**src/rtl/ram_arbiter.sv**
```systemverilog
// ram_arbiter: round-robin arbiter giving N cores one access at a time to a shared word RAM, with ready timeout
//   CLK, CPU_Reset_n            clock, asynchronous active-low reset
//   CORE_ADDR/WDATA/WR/RR       per-core request, core i in slice i, held by the core until CORE_ACK
//   CORE_RDATA/ACK/ERR          read data, one-hot one-cycle completion pulse, timeout flag with ACK
//   MEM_ADDR/WDATA/WE/RE        registered shared RAM request, strobes held for the whole access
//   MEM_RDATA/READY             RAM read data and completion
//   BUSY                        arbiter not idle
module ram_arbiter #(
    parameter int Cores       = 2,
    parameter int AddrBits    = 16,
    parameter int DataBits    = 8,
    parameter int TimeoutBits = 8
) (
    input  logic                      CLK,
    input  logic                      CPU_Reset_n,
    input  logic [Cores*AddrBits-1:0] CORE_ADDR,
    input  logic [Cores*DataBits-1:0] CORE_WDATA,
    input  logic [Cores-1:0]          CORE_WR,
    input  logic [Cores-1:0]          CORE_RR,
    output logic [DataBits-1:0]       CORE_RDATA,
    output logic [Cores-1:0]          CORE_ACK,
    output logic [Cores-1:0]          CORE_ERR,
    output logic [AddrBits-1:0]       MEM_ADDR,
    output logic [DataBits-1:0]       MEM_WDATA,
    output logic                      MEM_WE,
    output logic                      MEM_RE,
    input  logic [DataBits-1:0]       MEM_RDATA,
    input  logic                      MEM_READY,
    output logic                      BUSY
);
    localparam int GW = (Cores > 1) ? $clog2(Cores) : 1;

    typedef enum logic [1:0] {IDLE, ACCESS, ACK} state_t;

    state_t                 state, state_nx;
    logic [GW-1:0]          last_grant, grant, pick, idx;
    logic                   found, err, timeout;
    logic [Cores-1:0]       req, elig, rel, gmask;
    logic [TimeoutBits-1:0] cnt, cnt_inc;

    assign req     = CORE_WR | CORE_RR;
    // a core that keeps holding its request after ACK stays masked until it drops it
    assign elig    = req & ~rel;
    assign gmask   = Cores'(1) << grant;
    assign cnt_inc = cnt + 1'b1;
    // fires in the access cycle whose increment would reach all-ones
    assign timeout = &cnt_inc;

    assign CORE_ACK = (state == ACK) ? gmask : '0;
    assign CORE_ERR = CORE_ACK & {Cores{err}};
    assign BUSY     = state != IDLE;

    // descending scan so the first eligible core after last_grant is the one left in pick
    always_comb begin
        pick  = '0;
        found = 1'b0;
        idx   = '0;
        for (int k = Cores; k >= 1; k--) begin
            idx = GW'((int'(last_grant) + k) % Cores);
            if (elig[idx]) begin
                pick  = idx;
                found = 1'b1;
            end
        end
    end

    always_comb begin
        state_nx = state;
        if (state == IDLE && found)
            state_nx = ACCESS;
        else if (state == ACCESS && (MEM_READY || timeout))
            state_nx = ACK;
        else if (state == ACK)
            state_nx = IDLE;
    end

    always_ff @(posedge CLK or negedge CPU_Reset_n) begin
        if (!CPU_Reset_n) begin
            state      <= IDLE;
            last_grant <= GW'(Cores - 1);
            grant      <= '0;
            rel        <= '0;
            cnt        <= '0;
            err        <= 1'b0;
            MEM_ADDR   <= '0;
            MEM_WDATA  <= '0;
            MEM_WE     <= 1'b0;
            MEM_RE     <= 1'b0;
            CORE_RDATA <= '0;
        end else begin
            state <= state_nx;
            // dropping the request clears the mask even in the ACK cycle itself
            rel   <= (rel | ((state == ACK) ? gmask : '0)) & req;
            cnt   <= (state == ACCESS) ? cnt_inc : '0;
            if (state == IDLE && found) begin
                grant     <= pick;
                MEM_ADDR  <= CORE_ADDR[pick*AddrBits +: AddrBits];
                MEM_WDATA <= CORE_WDATA[pick*DataBits +: DataBits];
                MEM_WE    <= CORE_WR[pick];
                MEM_RE    <= CORE_RR[pick] & ~CORE_WR[pick];
                err       <= 1'b0;
            end
            if (state == ACCESS && state_nx == ACK) begin
                MEM_WE <= 1'b0;
                MEM_RE <= 1'b0;
                err    <= !MEM_READY;
                if (!MEM_READY)
                    CORE_RDATA <= '0;
                else if (MEM_RE)
                    CORE_RDATA <= MEM_RDATA;
            end
            if (state == ACK)
                last_grant <= grant;
        end
    end
endmodule

```
**config.mk**
```make
export PLATFORM = sky130hd
export DESIGN_NAME = ram_arbiter
export DESIGN_NICKNAME = d
export VERILOG_FILES = /design/src/rtl/ram_arbiter.sv
export SDC_FILE = /design/constraint.sdc
export NUM_CORES = 1
export LEC_CHECK = 0
export ABC_AREA = 1
export CORE_UTILIZATION = 39
export CTS_CLUSTER_SIZE = 14
export DETAILED_ROUTE_END_ITERATION = 7
export GPL_TIMING_DRIVEN = 0
export PLACE_DENSITY_LB_ADDON = 0.2
export SLEW_MARGIN = 0
export SYNTH_ARGS = -nofsm -noshare
export SYNTH_HDL_FRONTEND = slang
export SYNTH_SLANG_ARGS = --single-unit
```
**constraint.sdc**
```tcl
create_clock -name CLK -period 3.15 [get_ports CLK]
set_clock_uncertainty 0.2 [all_clocks]
set_input_delay 0.7875 -clock CLK [delete_from_list [all_inputs] [get_ports CLK]]
set_output_delay 0.7875 -clock CLK [all_outputs]
set_load 0.005 [all_outputs]
```
Yosys cells after proc, flatten, opt, wreduce, memory -nomap -nowiden:

Index checks and enable logic that the tools add are counted.

* $add $sub $neg: 3
* magnitude comparators: 3
* equality and inequality tests: 4
* shift operators: 3
* multiplexer cells: 25
* bitwise logic cells: 8
* reductions and logical operators: 10

Operators by type and width (number)
* variable part select 32 x 6 -> 16 bit: 1
* two-way mux 8 bit: 3
* two-way mux 1 bit: 18
* variable part select 16 x 5 -> 8 bit: 1
* adder 8 x 1 -> 8 bit, second input constant: 1
* two-way mux 2 bit: 4
* AND reduction 8 bit: 1
* AND 2 bit: 3
* < comparator 1 x 2 -> 1 bit, second input constant: 3
* == test 2 bit, second input constant: 2
* bitwise OR 2 bit: 2
* nonzero test 2 bit: 2
* logical AND 1 bit: 3
* adder 1 bit, second input constant: 2
* == test 2 x 1 -> 1 bit, second input constant: 1
* zero test 2 bit: 1
* inequality test 2 bit, second input constant: 1
* NOT 2 bit: 1
* AND reduction 2 bit: 1
* << shifter 1 x 1 -> 2 bit, first input constant: 1
* AND 1 bit: 1
* zero test 1 bit: 1
* logical OR 1 bit: 1
* NOT 1 bit: 1

* flip-flop bits (word level): 49
* input port bits: 63
* output and inout bits: 39
* logic and storage cells: 67

Longest topological paths before layout:

* depth in word-level cells: 12
* depth in mapped cells: 11
* mapped depth without buffers: 11

Worst setup path before layout:

Ideal clock, no wire load.

* path type: input -> register
* start point: in CORE_RR[0]
* end point: reg MEM_ADDR[0]
* setup time: 0.077 ns
* data arrival time: 1.617 ns
* data required time: 2.873 ns
* slack: 1.255 ns
* stages: 8
* buffers on the path: 1
* cell sequence: nor2_1 > nor2_2 > nand2_1 > nand2_2 > inv_2 > buf_2 > nand2_1 > a21oi_1

* word-level cells in the longest chain between the ends: 7
* elaborated cells between the ends (all ways): 12
* classes of those cells: shift (1); mux (8); bitwise (2); reduce/logical (1)

RTL lines
* start, declared: line 19 `input logic [Cores-1:0] CORE_RR,`
* bitwise OR 2 bit (*): line 41 `assign req = CORE_WR | CORE_RR;`
* AND 2 bit (*): line 43 `assign elig = req & ~rel;`
* two-way mux 1 bit (implied by the code) (2 in a row): line 60 `if (elig[idx]) begin`
* two-way mux 1 bit (2 in a row): line 60
* variable part select 32 x 6 -> 16 bit or logical AND 1 bit (tied branches): line 97, 95
* end signal, assigned: line 97 `MEM_ADDR <= CORE_ADDR[pick*AddrBits +: AddrBits];`
* end, declared: line 23 `output logic [AddrBits-1:0] MEM_ADDR,`

Mark *: on every way between the ends. The rest lies on a longest branch, timed or not. The select of a mux whose other input is x is not followed.
A chain may end at the register's enable or synchronous reset.

Final worst setup path:

* start point: reg state[0]
* end point: out CORE_ERR[0]

* word-level cells in the longest chain between the ends: 3

RTL lines
* start, declared: line 35 `state_t state, state_nx;`
* start signal, assigned: line 91 `state <= state_nx;`
* == test 2 bit: line 49 `assign CORE_ACK = (state == ACK) ? gmask : '0;`
* two-way mux 2 bit: line 49
* AND 2 bit: line 50 `assign CORE_ERR = CORE_ACK & {Cores{err}};`
* end, declared: line 22 `output logic [Cores-1:0] CORE_ERR,`

No other way between the ends.

==> flow_summary.yaml <==
power:
  internal-power_uw: 1910
  worst_vdd_rail_ir_drop_mv: 0.512
  p_switching_uw: 1100
  swShare_pct: 36.5
  p_seq_share_pct: 35.4
  pwr_dens_nw_per_um2: 852
  power.combinational.fraction_pct: 48.8
  power.clock.fraction_pct: 15.7
  p_leak_uw: 0.00158
timing:
  timing.hold.ws_ns: 0.170
  fin_crit_ns: 2.74
  finalMaxSlewViolations: 0
  timing_worst_slew_pin_value_ns: 0.429
  setup_viol: 0
  finalHoldViolCount: 0
  fmaxAchievable_mhz: 366
  timing.slew.headroom_pct: 71.3
  finalCritPeriodShare_pct: 86.9
  grt_setup_unrepaired: "no"
cts:
  clockBufferDepth: 2
  clkTransAtPathRegs_ns: 0.09
  cts_root_buffer_type: "sky130_fd_sc_hd__clkbuf_8"
  postCtsHoldBufs: 0
  clkLatencyLatePin_ns: 0.30
  tritoncts.num_buffers: 5
  cts_post_setup_buffers_inserted: 0
  postCtsResizedCells: 0
  cts_h_tree_depth: 2
  tritoncts_sinks: 49
  tritoncts_clock_tree: "yes"
global_route:
  global_route.usage.total_pct: 20.4
  grt.overflow.total: 0
  gr-usage-met3_pct: 6.32
  grt_first_pass_wirelength_mm: 10.0
  use_met2_pct: 33.4
  grt_antenna_before_repair: 0
  grt_start_max_net_pins: 38
  via_count_of_the_first_global_routing_pass: 2187
  top_usage_layer: "met2"
  met1_usage_pct: 26.4
place:
  numPortBuffers: 101
  gp_congestion: 0.745
  dpl.hpwl_mm: 4.44
logic_synthesis:
  seq_area_frac_synth_pct: 53.5
  post_synth_instance_area_um2: 2300
  synthSimpleGateAreaFrac_pct: 26.3
  synth_top_family_by_area: "simple AND/OR/NAND/NOR gates"
  number_of_instances_in_the_synthesized_netlist: 281
  yosys-mux-area-fraction_pct: 0
  synth-compound-area-share_pct: 13.4
  post_synth_cell_types: 26
  synth-warning-count: 0
  synth_adder_area_share_pct: 1.09
  synth_seq_cells: 49
  avgSynthCellArea_um2: 8.17
  yosys.area_share.xor_xnor_pct: 0.381
  synthesis.nets: 346
worst_hold_path:
  hold_path_class: "input pin to async pin"
detailed_routing:
  drt_drc_violations_left: 0
  drt_iter0_markers: 81
  num_vias: 2217
  wire_per_inst_um: 12.5
  drt_pass1_iterations: 4
  totalWireLength_mm: 5.80
  final_antenna_net_count: 0
  vias_per_cell: 4.79
die:
  chipWidth_um: 78.7
  floorplan.die.height_um: 78.7
  placement_rows: 27
  start_util_pct: 41.2
  floorplan_die_area_um2: 6200
  floorplan.core_area_um2: 5570
  io_pins: 102
critical_path:
  arrival_ns: 1.75
  kind_of_start_point_of_the_critical_path: "flip-flop"
  critical_path_class: "flip-flop to primary output"
  worstPathMaxFanout: 5
  cp_endpoint_kind: "primary output"
  cp.required_ns: 2.16
cells_and_area:
  num-fill-cells: 512
  fraction_of_layout_instances_using_a_drive_strength_above_1_pct: 8.95
  final_core_util_pct: 63.4
  finalNetCount: 455
  layout.cells.most_common_list: "sky130_fd_sc_hd__clkdlybuf4s50_1, sky130_fd_sc_hd__nand2_1, sky130_fd_sc_hd__a21oi_1"
  diodes: 0
  area_growth_syn_to_layout_pct: 53.8
  area.sequential_um2: 1230
  layout_commonest_cell: "sky130_fd_sc_hd__clkdlybuf4s50_1"
  multi_input_area_um2: 946
run_status:
  outcome: "completed"
flow_run:
  max_cap_viol_count: 0
==> sequential cells by signal, indices dropped and copies added, names as in the netlist <==
name	count
grant	1
MEM_ADDR	16
MEM_WDATA	8
MEM_RE	1
MEM_WE	1
last_grant	1
CORE_RDATA	8
state	2
cnt	8
rel	2
err	1
==> cell usage after synthesis <==
master / instances / area share, %
sky130_fd_sc_hd__nor2_4: 1 / 0.49
sky130_fd_sc_hd__o21bai_1: 1 / 0.33
sky130_fd_sc_hd__nand2_4: 1 / 0.49
sky130_fd_sc_hd__inv_1: 18 / 2.9
sky130_fd_sc_hd__dfrtp_1: 48 / 52
sky130_fd_sc_hd__o21bai_4: 1 / 0.82
sky130_fd_sc_hd__a21oi_2: 1 / 0.38
sky130_fd_sc_hd__ha_1: 2 / 1.1
sky130_fd_sc_hd__xor2_1: 1 / 0.38
sky130_fd_sc_hd__nand4_1: 1 / 0.27
sky130_fd_sc_hd__a21oi_1: 50 / 11
sky130_fd_sc_hd__o21a_1: 1 / 0.33
sky130_fd_sc_hd__inv_2: 3 / 0.49
sky130_fd_sc_hd__nand3_2: 1 / 0.44
sky130_fd_sc_hd__nor3_1: 2 / 0.44
sky130_fd_sc_hd__nand2_1: 74 / 12
sky130_fd_sc_hd__nand3_1: 8 / 1.7
sky130_fd_sc_hd__dfstp_2: 1 / 1.1
sky130_fd_sc_hd__o21ai_0: 3 / 0.65
sky130_fd_sc_hd__nor2_1: 46 / 7.5
sky130_fd_sc_hd__buf_1: 1 / 0.16
sky130_fd_sc_hd__nand3_4: 1 / 0.76
sky130_fd_sc_hd__nor2_2: 4 / 1.1
sky130_fd_sc_hd__nor3_2: 1 / 0.44
sky130_fd_sc_hd__buf_2: 8 / 1.7
sky130_fd_sc_hd__nand2_2: 2 / 0.54
==> per-layer routing <==
| layer | vias up | part of all wire (%) |
|---|---|---|
| met1 | 1027 | 45 |
| met3 | 8 | 7.3 |
| li1 | 1111 | - |
| met5 | - | 0 |
| met2 | 71 | 47 |
| met4 | 0 | 1.2 |
==> critical path, cell delays in order (launching register included) <==
cell and delay (ns):
sky130_fd_sc_hd__dfrtp_1 0.38, sky130_fd_sc_hd__inv_1 0.16, sky130_fd_sc_hd__nand2_1 0.10, sky130_fd_sc_hd__nor2_1 0.13, sky130_fd_sc_hd__inv_1 0.08, sky130_fd_sc_hd__nor2_1 0.09
sky130_fd_sc_hd__clkdlybuf4s50_1 0.50
==> per-stage QoR <==
stage	setup WS [ns]	std cells	TNS, ns	area, um2	power [uW]
2_1_floorplan	1.26	281	0	2300	1800
3_3_place_gp	-0.399	454	-18.99	3400	2520
3_5_place_dp	0.529	455	0	3410	2560
4_1_cts	0.409	463	0	3530	3040
5_1_grt	0.290	463	0	3530	3270
6_report	0.414	463	0	3530	3010
==> power by group through the flow <==
stage	registers, uW	clock network, uW	logic (uW)
after floorplan	1080	0	721
after global placement	1070	0	1450
after detailed placement	1070	0	1490
after CTS	1070	475	1490
after global routing	1100	505	1660
final	1070	474	1470
==> worst paths after layout <==
| kind | from | to | slack (ns) | cells past startpoint |
|---|---|---|---|---|
| worst max register to register | cnt[0]$_DFF_PN0_ | CORE_RDATA[2]$_DFFE_PN0P_ | 1.28 | 11 |
| worst min-delay path | CPU_Reset_n | MEM_ADDR[11]$_DFFE_PN0P_ | 0.17 | 1 |
| worst min register to register | last_grant$_DFFE_PN1N_ | last_grant$_DFFE_PN1N_ | 0.27 | 2 |
| worst max-delay path | state[0]$_DFF_PN0_ | CORE_ERR[0] | 0.41 | 6 |
| min in group CLK | last_grant$_DFFE_PN1N_ | last_grant$_DFFE_PN1N_ | 0.27 | 2 |
| max in group asynchronous | CPU_Reset_n | last_grant$_DFFE_PN1N_ | 2.02 | 2 |
==> logic make-up after synthesis <==
| logic type | after synthesis |
|---|---|
| DFF | 49 |
| adders and majority gates | 2 |
| xor gates and xnor gates | 1 |
| AOI/OAI and AO/OA | 57 |
| buffers and inverters | 30 |
| and+or+nand+nor | 142 |
==> layout make-up <==
class,count,area share (%)
clock inverters,2,1.06
inverters,21,2.23
well taps,72,2.55
flip-flops and latches,49,34.8
multi-input cells,202,26.8
repair buffers,102,29.0
clock buffers,6,2.34
plain buffers,9,1.24
(Power assumes the default switching activity.)
